<file path="src/rtl/common.sv">
// ---------------------------------------------------------------------------
// common
//   Shared sizing helpers used across the codebase.
//     clog2(n) : ceil(log2(n)), clog2(1) = 0
//     bits(n)  : bits needed to hold the value n itself (at least 1)
//     max(a,b) : larger of two integers
//     ptr_w(d) : width of an index into a d-entry array (at least 1)
// ---------------------------------------------------------------------------
package common;

  function automatic int max(input int a, input int b);
    return (a > b) ? a : b;
  endfunction

  function automatic int clog2(input int n);
    int r;
    r = 0;
    for (int v = 1; v < n; v = v * 2) begin
      r++;
    end
    return r;
  endfunction

  // Holding the value n needs clog2(n+1) bits, e.g. 16 -> 5, 5 -> 3.
  function automatic int bits(input int n);
    return max(1, clog2(n + 1));
  endfunction

  function automatic int ptr_w(input int d);
    return max(1, clog2(d));
  endfunction

endpackage : common

</file>
<file path="src/rtl/sync_fifo_pkg.sv">
// ---------------------------------------------------------------------------
// sync_fifo_pkg
//   Default parameter values for sync_fifo and the legality tests applied
//   to its threshold parameters at elaboration.
// ---------------------------------------------------------------------------
package sync_fifo_pkg;

  localparam int DEF_W      = 8;
  localparam int DEF_DEPTH  = 16;
  localparam int DEF_FWFT   = 0;
  localparam int DEF_AF_LVL = 14;
  localparam int DEF_AE_LVL = 2;

  // afull threshold must be reachable and non-trivial: 1..depth.
  function automatic bit af_lvl_ok(input int lvl, input int depth);
    return (lvl >= 1) && (lvl <= depth);
  endfunction

  // aempty threshold must leave full distinguishable: 0..depth-1.
  function automatic bit ae_lvl_ok(input int lvl, input int depth);
    return (lvl >= 0) && (lvl <= depth - 1);
  endfunction

endpackage : sync_fifo_pkg

</file>
<file path="src/rtl/sync_fifo_if.sv">
// ---------------------------------------------------------------------------
// sync_fifo_if
//   Handshake / data / status bundle of sync_fifo.
//   master : the block driving wr/wdata/rd and observing status
//   slave  : the FIFO itself
//   Signals: wr, wdata[W], rd, rdata[W], full, empty, afull, aempty,
//            count[bits(DEPTH)], ovf, udf
// ---------------------------------------------------------------------------
interface sync_fifo_if
  import common::*;
#(
  parameter int W     = 8,
  parameter int DEPTH = 16
);

  logic                   wr;
  logic [W-1:0]           wdata;
  logic                   rd;
  logic [W-1:0]           rdata;
  logic                   full;
  logic                   empty;
  logic                   afull;
  logic                   aempty;
  logic [bits(DEPTH)-1:0] count;
  logic                   ovf;
  logic                   udf;

  modport master (
    output wr, wdata, rd,
    input  rdata, full, empty, afull, aempty, count, ovf, udf
  );

  modport slave (
    input  wr, wdata, rd,
    output rdata, full, empty, afull, aempty, count, ovf, udf
  );

endinterface : sync_fifo_if

</file>
<file path="src/rtl/fifo_ptr.sv">
// ---------------------------------------------------------------------------
// fifo_ptr
//   Modulo-DEPTH index counter for FIFO read/write pointers.
//   clk : clock
//   rst : synchronous active-high reset, ptr -> 0
//   inc : advance by one this cycle
//   ptr : current index, 0..DEPTH-1
//   The wrap is an explicit compare against DEPTH-1 so that
//   non-power-of-two depths never index past the array.
// ---------------------------------------------------------------------------
module fifo_ptr
  import common::*;
#(
  parameter int DEPTH = 16
) (
  input  logic                    clk,
  input  logic                    rst,
  input  logic                    inc,
  output logic [ptr_w(DEPTH)-1:0] ptr
);

  localparam int            PW   = ptr_w(DEPTH);
  localparam logic [PW-1:0] LAST = PW'(DEPTH - 1);

  logic [PW-1:0] ptr_reg;
  logic [PW-1:0] ptr_next;

  always_comb begin
    ptr_next = ptr_reg;
    if (inc) begin
      ptr_next = (ptr_reg == LAST) ? '0 : ptr_reg + PW'(1);
    end
  end

  always_ff @(posedge clk) begin
    if (rst) begin
      ptr_reg <= '0;
    end else begin
      ptr_reg <= ptr_next;
    end
  end

  assign ptr = ptr_reg;

endmodule : fifo_ptr

</file>
<file path="src/rtl/sync_fifo.sv">
// ---------------------------------------------------------------------------
// sync_fifo
//   Single-clock FIFO of DEPTH (>= 2, any integer) words of W bits.
//   FWFT=0 : rdata registered, valid the cycle after an accepted rd, holds.
//   FWFT=1 : rdata shows the head word whenever empty=0; rd pops it.
//   Ports:
//     clk : clock, rising edge
//     rst : synchronous reset, active high; clears pointers, count,
//           sticky flags and registered rdata (memory is kept)
//     bus : sync_fifo_if.slave -- wr/wdata/rd in; rdata, full, empty,
//           afull (count >= AF_LVL), aempty (count <= AE_LVL), count,
//           ovf (sticky, wr while full), udf (sticky, rd while empty)
//   All flags decode the registered count, so they follow an accepted
//   operation by one cycle.
// ---------------------------------------------------------------------------
module sync_fifo
  import common::*;
  import sync_fifo_pkg::*;
#(
  parameter int W      = DEF_W,
  parameter int DEPTH  = DEF_DEPTH,
  parameter int FWFT   = DEF_FWFT,
  parameter int AF_LVL = DEF_AF_LVL,
  parameter int AE_LVL = DEF_AE_LVL
) (
  input logic        clk,
  input logic        rst,
  sync_fifo_if.slave bus
);

  localparam int PW = ptr_w(DEPTH);
  localparam int CW = bits(DEPTH);

  // Elaboration-time parameter checks.
  generate
    if (W < 1) begin : g_chk_w
      $error("sync_fifo: W must be >= 1 (got %0d)", W);
    end
    if (DEPTH < 2) begin : g_chk_depth
      $error("sync_fifo: DEPTH must be >= 2 (got %0d)", DEPTH);
    end
    if (!af_lvl_ok(AF_LVL, DEPTH)) begin : g_chk_af
      $error("sync_fifo: AF_LVL must be in 1..DEPTH (got %0d)", AF_LVL);
    end
    if (!ae_lvl_ok(AE_LVL, DEPTH)) begin : g_chk_ae
      $error("sync_fifo: AE_LVL must be in 0..DEPTH-1 (got %0d)", AE_LVL);
    end
  endgenerate

  logic [W-1:0]  mem [DEPTH];
  logic [PW-1:0] wptr;
  logic [PW-1:0] rptr;
  logic [CW-1:0] count_reg;
  logic [CW-1:0] count_next;
  logic          ovf_reg;
  logic          udf_reg;
  logic          full;
  logic          empty;
  logic          wr_ok;
  logic          rd_ok;

  // Occupancy decode; everything below keys off the pre-edge count.
  assign full  = (count_reg == CW'(DEPTH));
  assign empty = (count_reg == '0);

  // A write into a full FIFO is dropped even if a read frees a slot in the
  // same cycle; symmetrically a read of an empty FIFO is dropped even if a
  // write lands in the same cycle.
  assign wr_ok = bus.wr & ~full;
  assign rd_ok = bus.rd & ~empty;

  always_comb begin
    count_next = count_reg;
    case ({wr_ok, rd_ok})
      2'b10:   count_next = count_reg + CW'(1);
      2'b01:   count_next = count_reg - CW'(1);
      default: count_next = count_reg;
    endcase
  end

  always_ff @(posedge clk) begin
    if (rst) begin
      count_reg <= '0;
      ovf_reg   <= 1'b0;
      udf_reg   <= 1'b0;
    end else begin
      count_reg <= count_next;
      if (bus.wr & full) begin
        ovf_reg <= 1'b1;
      end
      if (bus.rd & empty) begin
        udf_reg <= 1'b1;
      end
    end
  end

  fifo_ptr #(.DEPTH(DEPTH)) u_wptr (
    .clk (clk),
    .rst (rst),
    .inc (wr_ok),
    .ptr (wptr)
  );

  fifo_ptr #(.DEPTH(DEPTH)) u_rptr (
    .clk (clk),
    .rst (rst),
    .inc (rd_ok),
    .ptr (rptr)
  );

  // Storage has no reset. The write is also suppressed under rst so a
  // request coinciding with reset leaves no trace in the array.
  always_ff @(posedge clk) begin
    if (wr_ok && !rst) begin
      mem[wptr] <= bus.wdata;
    end
  end

  // Read path. Equal pointers only occur when full or empty, so a
  // same-address read and write in one cycle cannot happen.
  generate
    if (FWFT != 0) begin : g_fwft
      assign bus.rdata = mem[rptr];
    end else begin : g_std
      logic [W-1:0] rdata_reg;

      always_ff @(posedge clk) begin
        if (rst) begin
          rdata_reg <= '0;
        end else if (rd_ok) begin
          rdata_reg <= mem[rptr];
        end
      end

      assign bus.rdata = rdata_reg;
    end
  endgenerate

  assign bus.full   = full;
  assign bus.empty  = empty;
  assign bus.afull  = (count_reg >= CW'(AF_LVL));
  assign bus.aempty = (count_reg <= CW'(AE_LVL));
  assign bus.count  = count_reg;
  assign bus.ovf    = ovf_reg;
  assign bus.udf    = udf_reg;

endmodule : sync_fifo

</file>
<file path="src/flat_wrapper.sv">
// flat-port wrapper written by rule: the top's interface ports become plain ports
module sync_fifo_flat import common::*; import sync_fifo_pkg::*;
#(
  parameter int W      = DEF_W,
  parameter int DEPTH  = DEF_DEPTH,
  parameter int FWFT   = DEF_FWFT,
  parameter int AF_LVL = DEF_AF_LVL,
  parameter int AE_LVL = DEF_AE_LVL
)
  (clk, rst, bus_wr, bus_wdata, bus_rd, bus_rdata, bus_full, bus_empty, bus_afull, bus_aempty, bus_count, bus_ovf, bus_udf);
  sync_fifo_if #(.W(W), .DEPTH(DEPTH)) bus_i ();
  input logic clk;
  input logic rst;
  input wire logic [$bits(bus_i.wr)-1:0] bus_wr;
  input wire logic [$bits(bus_i.wdata)-1:0] bus_wdata;
  input wire logic [$bits(bus_i.rd)-1:0] bus_rd;
  output wire logic [$bits(bus_i.rdata)-1:0] bus_rdata;
  output wire logic [$bits(bus_i.full)-1:0] bus_full;
  output wire logic [$bits(bus_i.empty)-1:0] bus_empty;
  output wire logic [$bits(bus_i.afull)-1:0] bus_afull;
  output wire logic [$bits(bus_i.aempty)-1:0] bus_aempty;
  output wire logic [$bits(bus_i.count)-1:0] bus_count;
  output wire logic [$bits(bus_i.ovf)-1:0] bus_ovf;
  output wire logic [$bits(bus_i.udf)-1:0] bus_udf;
  assign bus_i.wr = bus_wr;
  assign bus_i.wdata = bus_wdata;
  assign bus_i.rd = bus_rd;
  assign bus_rdata = bus_i.rdata;
  assign bus_full = bus_i.full;
  assign bus_empty = bus_i.empty;
  assign bus_afull = bus_i.afull;
  assign bus_aempty = bus_i.aempty;
  assign bus_count = bus_i.count;
  assign bus_ovf = bus_i.ovf;
  assign bus_udf = bus_i.udf;
  sync_fifo #(.W(W), .DEPTH(DEPTH), .FWFT(FWFT), .AF_LVL(AF_LVL), .AE_LVL(AE_LVL)) u_core (.clk(clk), .rst(rst), .bus(bus_i));
endmodule
</file>
<file path="config.mk">
export PLATFORM = sky130hd
export DESIGN_NAME = sync_fifo_flat
export DESIGN_NICKNAME = d
export VERILOG_FILES = /design/src/rtl/common.sv /design/src/rtl/sync_fifo_pkg.sv /design/src/rtl/sync_fifo_if.sv /design/src/rtl/fifo_ptr.sv /design/src/rtl/sync_fifo.sv /design/src/flat_wrapper.sv
export SDC_FILE = /design/constraint.sdc
export NUM_CORES = 1
export LEC_CHECK = 0
export ABC_AREA = 1
export CORE_ASPECT_RATIO = 0.6
export CORE_UTILIZATION = 50
export DETAILED_ROUTE_END_ITERATION = 6
export GPL_TIMING_DRIVEN = 1
export PLACE_DENSITY = 0.68
export SYNTH_ARGS = -nofsm -noshare
export SYNTH_HDL_FRONTEND = slang
export SYNTH_SLANG_ARGS = --single-unit
</file>
<file path="constraint.sdc">
create_clock -name clk -period 4.4 [get_ports clk]
set_input_delay 0.88 -clock clk [delete_from_list [all_inputs] [get_ports clk]]
set_output_delay 0.88 -clock clk [all_outputs]
set_load 0.02 [all_outputs]
</file>
### Word-level counts from Yosys, hierarchy flattened

Memories as Yosys holds them, arrays and structs flattened. A register that Yosys moved wholly into a read port is not among the register bits.
Cells that the tools add are included.

| storage, ports and cells | value |
|---|---|
| RAM bits | 128 |
| flip-flop bits (word level) | 15 |
| bits in read-only memories | 0 |
| logic and storage cells | 32 |
| memories | 1 |
| latch bits | 0 |
| output and inout port bits | 19 |

Memories:

| name | depth | bits a word | read ports | clocked after Yosys merged registers in | write ports | line | text |
|---|---|---|---|---|---|---|---|
| u_core.mem | 16 | 8 | 1 | 1 | 1 | sync_fifo.sv:50 | `logic [W-1:0] mem [DEPTH];` |

| operators by class | value |
|---|---|
| bitwise operators | 6 |
| reductions and logical operators | 4 |
| order comparisons | 2 |
| add/subtract/negate cells | 4 |
| equality and inequality tests | 5 |
| shift operators | 0 |
| divide/modulo/power cells | 0 |
| mux-type cells | 5 |
| multiply operators | 0 |

Operators by type and width:

| kind | number |
|---|---|
| one-hot mux 5 bit (2 select lines) | 1 |
| adder 4 x 1 -> 4 bit, second input constant | 2 |
| equality test 4 bit, second input constant | 2 |
| two-way mux 4 bit | 2 |
| adder 5 x 1 -> 5 bit, second input constant | 1 |
| equality test 5 bit, second input constant | 1 |
| >= comparator 5 x 4 -> 1 bit, second input constant | 1 |
| less-or-equal comparator 5 x 2 -> 1 bit, second input constant | 1 |
| zero test 5 bit | 1 |
| subtractor 5 x 1 -> 5 bit, second input constant | 1 |
| AND 1 bit | 4 |
| equality test 2 x 1 -> 1 bit, second input constant | 1 |
| equality test 2 bit, second input constant | 1 |
| two-way mux 1 bit | 2 |
| NOT 1 bit | 2 |
| nonzero test 2 bit | 1 |
| logical AND 1 bit | 1 |
| zero test 1 bit | 1 |

### Depth between registers and ports, before layout

| logic depth | value |
|---|---|
| depth in word-level cells | 6 |
| mapped depth | 18 |

### Hierarchy

A second synthesis with hierarchy kept.

| unflattened totals | value |
|---|---|
| cell total of the unflattened synthesis | 695 |
| area total of the unflattened synthesis | 6,698.9 µm² |

Modules (own cells, without submodules):

| module | cells each | area an instance (µm²) | instances |
|---|---|---|---|
| sync_fifo | 637 | 6,308.6 | 1 |
| fifo_ptr | 29 | 195.2 | 2 |

### Least setup slack after synthesis

No wires, ideal clock.

| path | value |
|---|---|
| path kind | in2reg |
| start | input port bus_rd |
| end | register u_core.count_reg[4] (netlist: u_core.bus.count[4]) |
| arrival | 2.276 ns |
| path buffers | 2 |
| setup slack | 2.015 ns |
| stages on the path | 15 |
| setup time | 0.109 ns |
| cell sequence | nand2_2 > inv_4 > buf_6 > buf_6 > ha_1 > xor2_1 > ha_1 > inv_1 > nand2_2 > nand2_1 > nand2_1 > nand2_1 > nand3_1 > nand2_1 > inv_1 |

| on the way | value |
|---|---|
| longest elaborated chain between the ends | 3 |

RTL lines:

| element | line | text |
|---|---|---|
| start: declaration | flat_wrapper.sv:16 | `input wire logic [$bits(bus_i.rd)-1:0] bus_rd;` |
| AND 1 bit * | sync_fifo.sv:70 | `assign rd_ok = bus.rd & ~empty;` |
| equality test 2 x 1 -> 1 bit or equality test 2 bit (tied branches) | sync_fifo.sv:74 | `case ({wr_ok, rd_ok})` |
| one-hot mux 5 bit (2 select lines) or nonzero test 2 bit (tied branches) | - |  |
| end signal: assignment | sync_fifo.sv:87 | `count_reg <= count_next;` |
| end: declaration | sync_fifo.sv:53 | `logic [CW-1:0] count_reg;` |

Mark *: on every way between the ends. The rest lies on a longest branch, timed or not.
A chain may end at the register's enable or synchronous reset.

### Final worst setup path

| path | value |
|---|---|
| start | register u_core.count_reg[2] (netlist: u_core.bus.count[2]) |
| end | output port bus_full |

| on the way | value |
|---|---|
| longest elaborated chain between the ends | 1 |

RTL lines:

| element | line | text |
|---|---|---|
| equality test 5 bit | sync_fifo.sv:63 | `assign full = (count_reg == CW'(DEPTH));` |
| end: declaration | flat_wrapper.sv:18 | `output wire logic [$bits(bus_i.full)-1:0] bus_full;` |

No other way between the ends.

==> out/metrics.cfg <==
[status]
status=complete, no violations

[drt]
drcViolationCount=0
ant_nets=0
post_drt_wl_per_cell_microns=19.83
via_per_inst=5.715
wl_microns=14260
detail_route.iter0.violations=376
first_pass_iters=5
via_count=4109

[yosys]
synthAdderAreaFrac_pct=1.623
synth_seq_area_share_pct=69.78
ys_seq_elements=151
synth-simple-area-share_pct=11.12
synth-xor-area-share_pct=0.9939
synth_warnings=0
yosysTopAreaCell=edfxtp_1
syn_nets=539
synth_top_family_by_area=compound AO/OA/AOI/OAI gates
synth_compound_area_share_pct=12.49
syn_area_sq_um=6168
synth_area_leaders=edfxtp_1 (62%), dfxtp_1 (7.5%), nor2_1 (5.5%)
synth_top_area_share_pct=62.31
syn_inst=519
netlist-cell-type-count=28
synth.mux.area_fraction_pct=0
avgSynthCellArea_sq_um=11.89

[timing]
hold_viol_final=0
finalSetupViolations=0
skew_ps=7.964
setup_tns_ps=0
finalMaxSlewViolations=0
max_freq_ghz=0.3614
slew_headroom_pct=31.71
timing.final.ws_setup_ps=1633
min_period_ps=2767
worst_slew_pin_slew_ps=1024
rsz0062_at_grt=no
period_share_pct=62.89

[floorplanning]
die_w_microns=145.4
dieHeight_microns=88.04
die-area_sq_um=12800
ios=31
num_rows=30
start_util_pct=53.01
fp.coreArea_sq_um=11640

[layout]
final_common_cell=edfxtp_1
fillCellCount=903
largest_reg_flops=128
area_delta_synth_final_pct=16.27
drive_gt1_share_pct=9.481
mostFrequentLayoutCells=edfxtp_1 (128), nor2_1 (91), o21ai_0 (64)
nets=566
diodes=0
utilization_pct=61.63
stdcell_count=719

[cts]
insertion_delay_ps=420
clkTransAtPathRegs_ps=60
clock_sinks=151
cts-root-buf=clkbuf_16
htreeDepth=4
post-cts-setup-buffers=0
clockBufferDepth=2
cts_hold_buf=0
cts_tree=done
ctsResizeCount=0
cts-buffers-inserted=17

[placement]
io_buffer_count=30
globalplace.congestion=0.8775
pre_cts_slack_ps=1382
post-place-cells=687
dp_hpwl_microns=9046

[worst_setup_path]
cpLargestDelayFamily=buffers and inverters
path_cells=nor2_2 > nand3_2 > inv_1 > clkdlybuf4s50_1
slowest_delay_ps=600
required_ps=3520
cp-end-kind=output port
crit_path_top_delay_cell=clkdlybuf4s50_1
critPathKind=reg2out
cp_num_buf_inv=2
worstSetupStartpointType=register
path_max_fanout=7
critical_path_arrival_ps=1890

[power]
max-vdd-ir-drop_mv=0.2610
pwr_density_cell_nw_per_um2=609.7
power_leakage_nw=2.484

[worst_hold_path]
hold_path.class=reg2reg

[global_route]
grt_pass1_wl_microns=22280
grtUsageTotal_pct=24.20
gr-total-overflow=0
grt_pass1_vias=3913
antenna_found_initial=0
grt_max_degree=66

[run]
maxCapViolations=0

## synthesized netlist by cell type
library cell and count:
o221ai_1 16, buf_4 4, buf_2 9, nor3_1 4, nand2_4 1, clkbuf_1 12
ha_1 8, edfxtp_1 128, xor2_1 6, o21ai_0 64, inv_2 5, nand3_2 3
a21oi_1 26, inv_4 1, nand4_1 4, o21ai_1 16, xnor2_1 1, clkinv_1 2
nand2_1 31, o22ai_1 16, nor2_2 2, nor2_1 91, nand3_1 22, buf_1 1
nand2_2 3, dfxtp_1 23, inv_1 18, buf_6 2
## kinds of logic (layout without fill, tap and decap cells)
family,count (synthesis),count (layout)
and+or+nand+nor,161,161
DFF,151,151
AOI/OAI and AO/OA,138,138
buffers and inverters,54,94
adders and majority gates,8,8
xor gates and xnor gates,7,7
## final timing paths
check                        from                  end  slack, ps  cells past startpoint
min                u_core.bus.udf       u_core.bus.udf        480                      2
max reg2reg  u_core.u_rptr.ptr[0]  u_core.bus.rdata[7]       2090                      5
max           u_core.bus.count[2]             bus_full       1630                      4
min reg2reg        u_core.bus.udf       u_core.bus.udf        480                      2
## worst register-to-register path, cell delays in order, from the launching register on
cell and delay (ps):
dfxtp_2 480, inv_2 800, o21ai_0 180, o221ai_1 390, nand3_1 180, a21oi_1 210
## through the flow
step / power [W] / cell area, sq um / hold WS, ps
2_1_floorplan: 0.002512 / 6168 / 486.2
3_3_place_gp: 0.002888 / 6569 / 477.8
3_5_place_dp: 0.002900 / 6569 / 472.8
4_1_cts: 0.004379 / 7172 / 487.0
5_1_grt: 0.004580 / 7172 / 509.7
6_report: 0.004373 / 7172 / 479.8
## final cells by class
type | instances | area, sq um | area share, %
Inverter | 26 | 100.1 | 1.396
Clock buffer | 18 | 429.2 | 5.984
Tap cell | 160 | 200.2 | 2.791
Multi-Input combinational cell | 314 | 1618 | 22.56
Timing Repair Buffer | 36 | 345.3 | 4.815
Sequential cell | 151 | 4305 | 60.03
Clock inverter | 14 | 173.9 | 2.425
## layer usage
layer,share of wire [%],GRT usage (%)
met4,1.0,7.273
met5,0,0
met3,7.3,7.031
met1,48,34.91
met2,44,35.75
## report_power, final
group | internal [W] | switching (W)
combinational | 0.000399 | 0.000761
sequential | 0.00163 | 0.000100
clock | 0.000898 | 0.000580
total | 0.00293 | 0.00144
(Power assumes the default switching activity.)
